### src/rtl/lsu_pkg.sv
// Shared types and constants for the MEM-stage load/store unit:
// access width codes, FSM states and byte-enable patterns.
package lsu_pkg;

  typedef enum logic [1:0] {IDLE, REQ, WAIT, DONE} state_e;
  typedef enum logic [1:0] {SZ_B, SZ_H, SZ_W} size_e;

  localparam logic [2:0] F3_B  = 3'b000;
  localparam logic [2:0] F3_H  = 3'b001;
  localparam logic [2:0] F3_W  = 3'b010;
  localparam logic [2:0] F3_BU = 3'b100;
  localparam logic [2:0] F3_HU = 3'b101;

  localparam logic [3:0] BE_B = 4'b0001;
  localparam logic [3:0] BE_H = 4'b0011;
  localparam logic [3:0] BE_W = 4'b1111;

  // FP and atomic accesses are always word; unknown funct3 codes fall back to word.
  function automatic size_e decode_size(input logic force_word, input logic [2:0] f3);
    size_e sz;
    sz = SZ_W;
    if (!force_word) begin
      case (f3)
        F3_B, F3_BU: sz = SZ_B;
        F3_H, F3_HU: sz = SZ_H;
        default:     sz = SZ_W;
      endcase
    end
    return sz;
  endfunction

endpackage

### src/rtl/memory_stage_lsu_if.sv
// Data-memory bus: req/gnt address phase, rvalid data/ack phase.
interface memory_stage_lsu_if #(
  parameter int ADDR_W = 32,
  parameter int DATA_W = 32
);
  logic              mem_req;
  logic              mem_we;
  logic [ADDR_W-1:0] mem_addr;
  logic [3:0]        mem_be;
  logic [DATA_W-1:0] mem_wdata;
  logic              mem_gnt;
  logic              mem_rvalid;
  logic [DATA_W-1:0] mem_rdata;

  modport master (
    output mem_req, mem_we, mem_addr, mem_be, mem_wdata,
    input  mem_gnt, mem_rvalid, mem_rdata
  );

  modport slave (
    input  mem_req, mem_we, mem_addr, mem_be, mem_wdata,
    output mem_gnt, mem_rvalid, mem_rdata
  );
endinterface

### src/rtl/lsu_align.sv
// Combinational lane logic: store byte-enable/replication and
// load byte/half extraction with sign or zero extension.
module lsu_align
  import lsu_pkg::*;
#(
  parameter int DATA_W = 32
) (
  input  size_e             st_size,
  input  logic [1:0]        st_lo,
  input  logic [DATA_W-1:0] st_data,
  output logic [3:0]        st_be,
  output logic [DATA_W-1:0] st_wdata,
  input  size_e             ld_size,
  input  logic              ld_unsigned,
  input  logic [1:0]        ld_lo,
  input  logic [DATA_W-1:0] ld_raw,
  output logic [DATA_W-1:0] ld_data
);

  logic [7:0]  w_lane [4];
  logic [7:0]  w_byte;
  logic [15:0] w_half;

  for (genvar gi = 0; gi < 4; gi++) begin : g_lane
    assign w_lane[gi] = ld_raw[8*gi +: 8];
  end

  assign w_byte = w_lane[ld_lo];
  assign w_half = ld_lo[1] ? {w_lane[3], w_lane[2]} : {w_lane[1], w_lane[0]};

  always_comb begin
    st_be    = BE_W;
    st_wdata = st_data;
    case (st_size)
      SZ_B: begin
        st_be    = BE_B << st_lo;
        st_wdata = {4{st_data[7:0]}};
      end
      SZ_H: begin
        st_be    = BE_H << st_lo;
        st_wdata = {2{st_data[15:0]}};
      end
      default: ;
    endcase
  end

  always_comb begin
    ld_data = ld_raw;
    case (ld_size)
      SZ_B: ld_data = {{(DATA_W-8){w_byte[7] & ~ld_unsigned}}, w_byte};
      SZ_H: ld_data = {{(DATA_W-16){w_half[15] & ~ld_unsigned}}, w_half};
      default: ;
    endcase
  end

endmodule

### src/rtl/memory_stage_lsu.sv
// MEM-stage load/store unit: access FSM, request registers and LR/SC
// reservation in front of a variable-latency req/gnt/rvalid data memory.
module memory_stage_lsu
  import lsu_pkg::*;
#(
  parameter int ADDR_W = 32,
  parameter int DATA_W = 32,
  parameter bit RSV_EN = 1'b1
) (
  input  logic              clk,
  input  logic              rst,
  input  logic              MemReadM,
  input  logic              MemWriteM,
  input  logic              isFPUM,
  input  logic              isLRM,
  input  logic              isSCM,
  input  logic [2:0]        funct3M,
  input  logic [ADDR_W-1:0] ALU_ResultM,
  input  logic [DATA_W-1:0] WriteDataM,
  output logic [DATA_W-1:0] ReadDataM,
  output logic              StallM,
  output logic              MisalignM,
  memory_stage_lsu_if.master bus
);

  if (DATA_W != 32) begin : g_bad_width
    $error("memory_stage_lsu supports DATA_W=32 only");
  end

  state_e            r_state, w_state_next;
  size_e             w_size, r_size;
  logic              w_access, w_we, w_misalign, w_sc_ok;
  logic [3:0]        w_st_be;
  logic [DATA_W-1:0] w_st_wdata, w_ld_data;
  logic              r_unsigned, r_we, r_lr, r_sc, r_misalign;
  logic [1:0]        r_lo;
  logic [ADDR_W-1:0] r_addr;
  logic [3:0]        r_be;
  logic [DATA_W-1:0] r_wdata, r_rdata;
  logic [ADDR_W-3:0] r_rsv_addr;
  logic              r_rsv_valid;

  assign w_access   = MemReadM | MemWriteM | isLRM | isSCM;
  assign w_we       = MemWriteM | isSCM;
  assign w_size     = decode_size(isFPUM | isLRM | isSCM, funct3M);
  assign w_misalign = ((w_size == SZ_H) && ALU_ResultM[0]) ||
                      ((w_size == SZ_W) && (ALU_ResultM[1:0] != 2'b00));
  assign w_sc_ok    = RSV_EN && r_rsv_valid && (r_rsv_addr == ALU_ResultM[ADDR_W-1:2]);

  lsu_align #(.DATA_W(DATA_W)) u_align (
    .st_size     (w_size),
    .st_lo       (ALU_ResultM[1:0]),
    .st_data     (WriteDataM),
    .st_be       (w_st_be),
    .st_wdata    (w_st_wdata),
    .ld_size     (r_size),
    .ld_unsigned (r_unsigned),
    .ld_lo       (r_lo),
    .ld_raw      (bus.mem_rdata),
    .ld_data     (w_ld_data)
  );

  always_comb begin
    w_state_next = r_state;
    case (r_state)
      IDLE: if (w_access) w_state_next = (w_misalign || (isSCM && !w_sc_ok)) ? DONE : REQ;
      REQ:  if (bus.mem_gnt) w_state_next = WAIT;
      WAIT: if (bus.mem_rvalid) w_state_next = DONE;
      DONE: w_state_next = IDLE;
      default: w_state_next = IDLE;
    endcase
  end

  always_ff @(posedge clk or negedge rst) begin
    if (!rst) begin
      r_state     <= IDLE;
      r_size      <= SZ_W;
      r_unsigned  <= 1'b0;
      r_we        <= 1'b0;
      r_lr        <= 1'b0;
      r_sc        <= 1'b0;
      r_misalign  <= 1'b0;
      r_lo        <= 2'b00;
      r_addr      <= '0;
      r_be        <= 4'b0000;
      r_wdata     <= '0;
      r_rdata     <= '0;
      r_rsv_addr  <= '0;
      r_rsv_valid <= 1'b0;
    end else begin
      r_state <= w_state_next;
      case (r_state)
        IDLE: if (w_access) begin
          r_addr     <= {ALU_ResultM[ADDR_W-1:2], 2'b00};
          r_be       <= w_st_be;
          r_wdata    <= w_st_wdata;
          r_we       <= w_we;
          r_size     <= w_size;
          r_unsigned <= funct3M[2];
          r_lo       <= ALU_ResultM[1:0];
          r_lr       <= isLRM;
          r_sc       <= isSCM;
          r_misalign <= w_misalign;
          // A failed SC reports 1 without touching the bus.
          r_rdata    <= (isSCM && !w_misalign && !w_sc_ok) ? DATA_W'(1) : '0;
        end
        WAIT: if (bus.mem_rvalid) r_rdata <= r_we ? '0 : w_ld_data;
        DONE: begin
          if (r_sc) begin
            r_rsv_valid <= 1'b0;
          end else if (!r_misalign) begin
            if (r_lr && RSV_EN) begin
              r_rsv_addr  <= r_addr[ADDR_W-1:2];
              r_rsv_valid <= 1'b1;
            end else if (r_we && (r_addr[ADDR_W-1:2] == r_rsv_addr)) begin
              r_rsv_valid <= 1'b0;
            end
          end
        end
        default: ;
      endcase
    end
  end

  // Gated with rst so that every output reads 0 while reset is held.
  assign StallM        = rst && w_access && (r_state != DONE);
  assign MisalignM     = (r_state == DONE) && r_misalign;
  assign ReadDataM     = r_rdata;
  assign bus.mem_req   = (r_state == REQ);
  assign bus.mem_we    = r_we;
  assign bus.mem_addr  = r_addr;
  assign bus.mem_be    = r_be;
  assign bus.mem_wdata = r_wdata;

endmodule

### src/flat_wrapper.sv
// flat-port wrapper written by rule: the top's interface ports become plain ports
module memory_stage_lsu_flat import lsu_pkg::*;
#(
  parameter int ADDR_W = 32,
  parameter int DATA_W = 32,
  parameter bit RSV_EN = 1'b1
)
  (clk, rst, MemReadM, MemWriteM, isFPUM, isLRM, isSCM, funct3M, ALU_ResultM, WriteDataM, ReadDataM, StallM, MisalignM, bus_mem_req, bus_mem_we, bus_mem_addr, bus_mem_be, bus_mem_wdata, bus_mem_gnt, bus_mem_rvalid, bus_mem_rdata);
  memory_stage_lsu_if #(.ADDR_W(ADDR_W), .DATA_W(DATA_W)) bus_i ();
  input  logic clk;
  input  logic rst;
  input  logic MemReadM;
  input  logic MemWriteM;
  input  logic isFPUM;
  input  logic isLRM;
  input  logic isSCM;
  input  logic [2:0] funct3M;
  input  logic [ADDR_W-1:0] ALU_ResultM;
  input  logic [DATA_W-1:0] WriteDataM;
  output logic [DATA_W-1:0] ReadDataM;
  output logic StallM;
  output logic MisalignM;
  output wire logic [$bits(bus_i.mem_req)-1:0] bus_mem_req;
  output wire logic [$bits(bus_i.mem_we)-1:0] bus_mem_we;
  output wire logic [$bits(bus_i.mem_addr)-1:0] bus_mem_addr;
  output wire logic [$bits(bus_i.mem_be)-1:0] bus_mem_be;
  output wire logic [$bits(bus_i.mem_wdata)-1:0] bus_mem_wdata;
  input wire logic [$bits(bus_i.mem_gnt)-1:0] bus_mem_gnt;
  input wire logic [$bits(bus_i.mem_rvalid)-1:0] bus_mem_rvalid;
  input wire logic [$bits(bus_i.mem_rdata)-1:0] bus_mem_rdata;
  assign bus_mem_req = bus_i.mem_req;
  assign bus_mem_we = bus_i.mem_we;
  assign bus_mem_addr = bus_i.mem_addr;
  assign bus_mem_be = bus_i.mem_be;
  assign bus_mem_wdata = bus_i.mem_wdata;
  assign bus_i.mem_gnt = bus_mem_gnt;
  assign bus_i.mem_rvalid = bus_mem_rvalid;
  assign bus_i.mem_rdata = bus_mem_rdata;
  memory_stage_lsu #(.ADDR_W(ADDR_W), .DATA_W(DATA_W), .RSV_EN(RSV_EN)) u_core (.clk(clk), .rst(rst), .MemReadM(MemReadM), .MemWriteM(MemWriteM), .isFPUM(isFPUM), .isLRM(isLRM), .isSCM(isSCM), .funct3M(funct3M), .ALU_ResultM(ALU_ResultM), .WriteDataM(WriteDataM), .ReadDataM(ReadDataM), .StallM(StallM), .MisalignM(MisalignM), .bus(bus_i));
endmodule
### config.mk
export PLATFORM = sky130hd
export DESIGN_NAME = memory_stage_lsu_flat
export DESIGN_NICKNAME = d
export VERILOG_FILES = /design/src/rtl/lsu_pkg.sv /design/src/rtl/memory_stage_lsu_if.sv /design/src/rtl/lsu_align.sv /design/src/rtl/memory_stage_lsu.sv /design/src/flat_wrapper.sv
export SDC_FILE = /design/constraint.sdc
export NUM_CORES = 1
export LEC_CHECK = 0
export BUFFER_PORTS_ARGS = -buffer_cell sky130_fd_sc_hd__buf_2
export CAP_MARGIN = 40
export CORE_ASPECT_RATIO = 1.4
export CORE_UTILIZATION = 52
export CTS_CLUSTER_SIZE = 8
export DETAILED_ROUTE_END_ITERATION = 10
export PLACE_DENSITY = 0.78
export RECOVER_POWER = 100
export SLEW_MARGIN = 20
export SYNTH_ARGS = -nofsm -noshare
export SYNTH_HDL_FRONTEND = slang
export SYNTH_SLANG_ARGS = --single-unit
export TNS_END_PERCENT = 50
### constraint.sdc
create_clock -name clk -period 2.3 [get_ports clk]
set_clock_uncertainty 0.1 [all_clocks]
set_input_delay 0.46 -clock clk [delete_from_list [all_inputs] [get_ports clk]]
set_output_delay 0.46 -clock clk [all_outputs]
set_load 0.1 [all_outputs]
==> impl_metrics.yaml <==
outcome:
  outcome: "complete, but fails checks"
  violations: "max-capacitance violations, max-slew violations"
detailed_routing:
  drcViolationCount: 0
  finalWirelength_microns: 17540
  num_vias: 5392
  drt_pre_antenna_iters: 5
  avgRoutedWirePerCell_microns: 17.82
  ant_nets: 0
  drt_iter0_drc: 231
  viasPerCell: 5.480
global_routing:
  grt_pass1_wl_microns: 26970
  gr-total-overflow: 0
  grt_max_degree: 141
  grt_use_total_pct: 25.68
  first_global_vias: 5322
  antenna_found_initial: 2
clocking:
  clock-root-buffer: "clkbuf_16"
  cts_tree: "done"
  ctsLongestPathBuffers: 2
  clk_latency_ns: 0.42
  numClockSinks: 140
  h-tree-depth: 4
  cts_setup_buffers: 0
  cts_hold_buf: 0
  cts_made_buffers: 17
  cts_resized: 0
  path_clk_slew_ns: 0.06
floorplanning:
  die_w_microns: 99.05
  std_cell_rows: 49
  die_h_microns: 137.9
  boundaryPins: 212
  initial_core_util_pct: 53.26
  dieArea_sq_mm: 0.01366
  core_area_sq_mm: 0.01287
final_layout:
  fillers: 1003
  nets: 928
  syn2layout_area_growth_pct: 26.93
  drive_gt1_share_pct: 41.86
  stdcell_area_sq_mm: 0.008703
synth:
  synth_flop_cell: "dfrtp_1"
  synth-async-reset-ratio_pct: 100.0
  netlist_area_sq_mm: 0.006857
  synthDistinctLibCells: 47
  yosysTopAreaCellShare_pct: 50.73
  synth.avg_cell_area_sq_um: 11.31
  synth_area_leaders: "dfrtp_1, mux2_2, xnor2_1, nand2_1, o21ai_0"
  synth_largest_area_cell: "dfrtp_1"
  syn_inst: 606
  ys_ff_latch: 140
  ys_seq_area_share_pct: 51.11
  synth_warnings: 0
  synth_edf_count: 0
sta:
  tns_ns: 0
  timing.fmax_mhz: 453.9
  drv_slew: 141
  min_period_ns: 2.203
  fin_crit_sh_pct: 95.78
  worstMarginPinSlew_ns: 1.766
  slew_headroom_pct: -17.73
  finalSetupViolCount: 0
  hold_viol: 0
setup_path:
  crit_type: "flop to output port"
  cp.arrival_ns: 1.64
  r2r.worst_path.cells: 5
  cp.required_ns: 1.74
  setup.worst_path.start: "u_core.r_state[0]$_DFFE_PN0P_"
  crit_fanout: 4
  crit_path_start_kind: "flop"
  worstReg2RegStart: "u_core.r_rsv_addr[3]$_DFFE_PN0P_"
  worstSetupEndpointType: "output port"
hold_path:
  hold_start: "funct3M[2]"
  min_path_cells: 2
  hp-class: "primary input to flop"
flow_run:
  drv_cap: 1
placed_design:
  dpl-instance-area_sq_mm: 0.008137
  routabilityCongestion: 0.8266
  port_buffers: 209
  dp_hpwl_microns: 12620
logic make-up (layout without fill, tap and decap cells):
kind of cell,count (synthesis),in the layout,synth area share (%)
multiplexers,108,108,17.43
XOR/XNOR,60,60,7.664
other,1,4,0.05469
buffers and inverters,40,262,2.975
adder cells (fa/ha/maj),4,4,0.7300
flip-flops,140,140,51.11
AND/OR/NAND/NOR,155,155,11.00
AO/OA/AOI/OAI,98,98,9.033
area by class of cell:
type | count | area (sq um) | area share (%)
well taps | 153 | 191.4 | 2.200
inverters | 7 | 26.28 | 0.3019
repair buffers | 223 | 1166 | 13.40
clock inverters | 14 | 182.7 | 2.099
clock buffers | 18 | 439.2 | 5.046
diodes | 2 | 5.005 | 0.05750
multi-input cells | 427 | 3188 | 36.63
flip-flops and latches | 140 | 3505 | 40.27
state kept, by name, summed over array words and instances (netlist names), 2 cells and up:
register              flops
u_core.r_state            2
u_core.ReadDataM         32
u_core.r_rsv_addr        30
u_core.bus.mem_addr      30
u_core.r_size             2
u_core.bus.mem_be         4
u_core.bus.mem_wdata     32
u_core.r_lo               2
critical path: stages, from the launching register on:
cell,delay [ns]
dfrtp_1,0.40
ha_1,0.30
nor3b_4,0.21
buf_4,0.31
layout by cell type, fill, tap and decap left out, drive strengths merged, types with 2 or more instances in the layout:
| cell type | instances |
|---|---|
| dfrtp | 139 |
| clkbuf | 125 |
| buf | 116 |
| nand2 | 82 |
| mux2 | 81 |
| o21ai | 60 |
| xnor2 | 45 |
| mux2i | 26 |
| nor2b | 19 |
| xor2 | 15 |
| nor2 | 15 |
| inv | 13 |
| nand4 | 12 |
| a21oi | 12 |
| nand2b | 11 |
| a32o | 8 |
| nor4 | 7 |
| a222oi | 6 |
| ha | 4 |
| bufinv | 3 |
| clkinvlp | 3 |
| diode | 2 |
| nor3 | 2 |
| o22ai | 2 |
| conb | 2 |
| clkinv | 2 |
| nor3b | 2 |
| or4 | 2 |
Yosys cell counts, types with 8 or more instances:
library cell	n
mux2i_1	26
nor2b_1	19
a21oi_1	11
clkbuf_1	8
nand2_1	81
nand2b_1	11
xor2_1	15
o21ai_0	58
mux2_2	81
dfrtp_1	139
nand4_1	12
xnor2_1	45
nor2_1	14
buf_2	16
a32o_1	8
through the flow:
stage / util [%] / instances / hold WS, ns / setup WS [ns]
2_1_floorplan: - / 607 / 0.06441 / 0.1218
3_3_place_gp: 63.20 / 950 / 0.3575 / -0.08011
3_5_place_dp: 63.20 / 950 / 0.3621 / -0.07500
4_1_cts: 68.03 / 982 / 0.1203 / 0.03650
5_1_grt: 67.60 / 984 / 0.1762 / -0.02160
6_report: 67.60 / 984 / 0.1860 / 0.09703
per-layer routing:
| layer | vias to the layer above | track usage, % | share of wire, % | wire length (microns) |
|---|---|---|---|---|
| li1 | 2558 | - | - | - |
| met1 | 2658 | 30.49 | 40 | 6933 |
| met2 | 159 | 45.73 | 54 | 9490 |
| met3 | 17 | 6.048 | 5.0 | 881 |
| met4 | 0 | 9.069 | 1.3 | 229 |
| met5 | - | 0 | 0 | 0 |
worst paths after layout:
check | slack, ns | to
worst max-delay path | 0.1 | StallM
worst min-delay path | 0.19 | u_core.r_unsigned$_DFFE_PN0P_
worst max register to register | 0.12 | u_core.ReadDataM[0]$_DFFE_PN0P_
worst min register to register | 0.38 | u_core.bus.mem_be[3]$_DFFE_PN0P_
max in group asynchronous | 0.49 | u_core.bus.mem_wdata[16]$_DFFE_PN0P_
min in group asynchronous | 0.54 | u_core.bus.mem_addr[15]$_DFFE_PN0P_
Power is not shown: default switching activity piles up to over one toggle a cycle in this logic, so the estimate is an artifact.
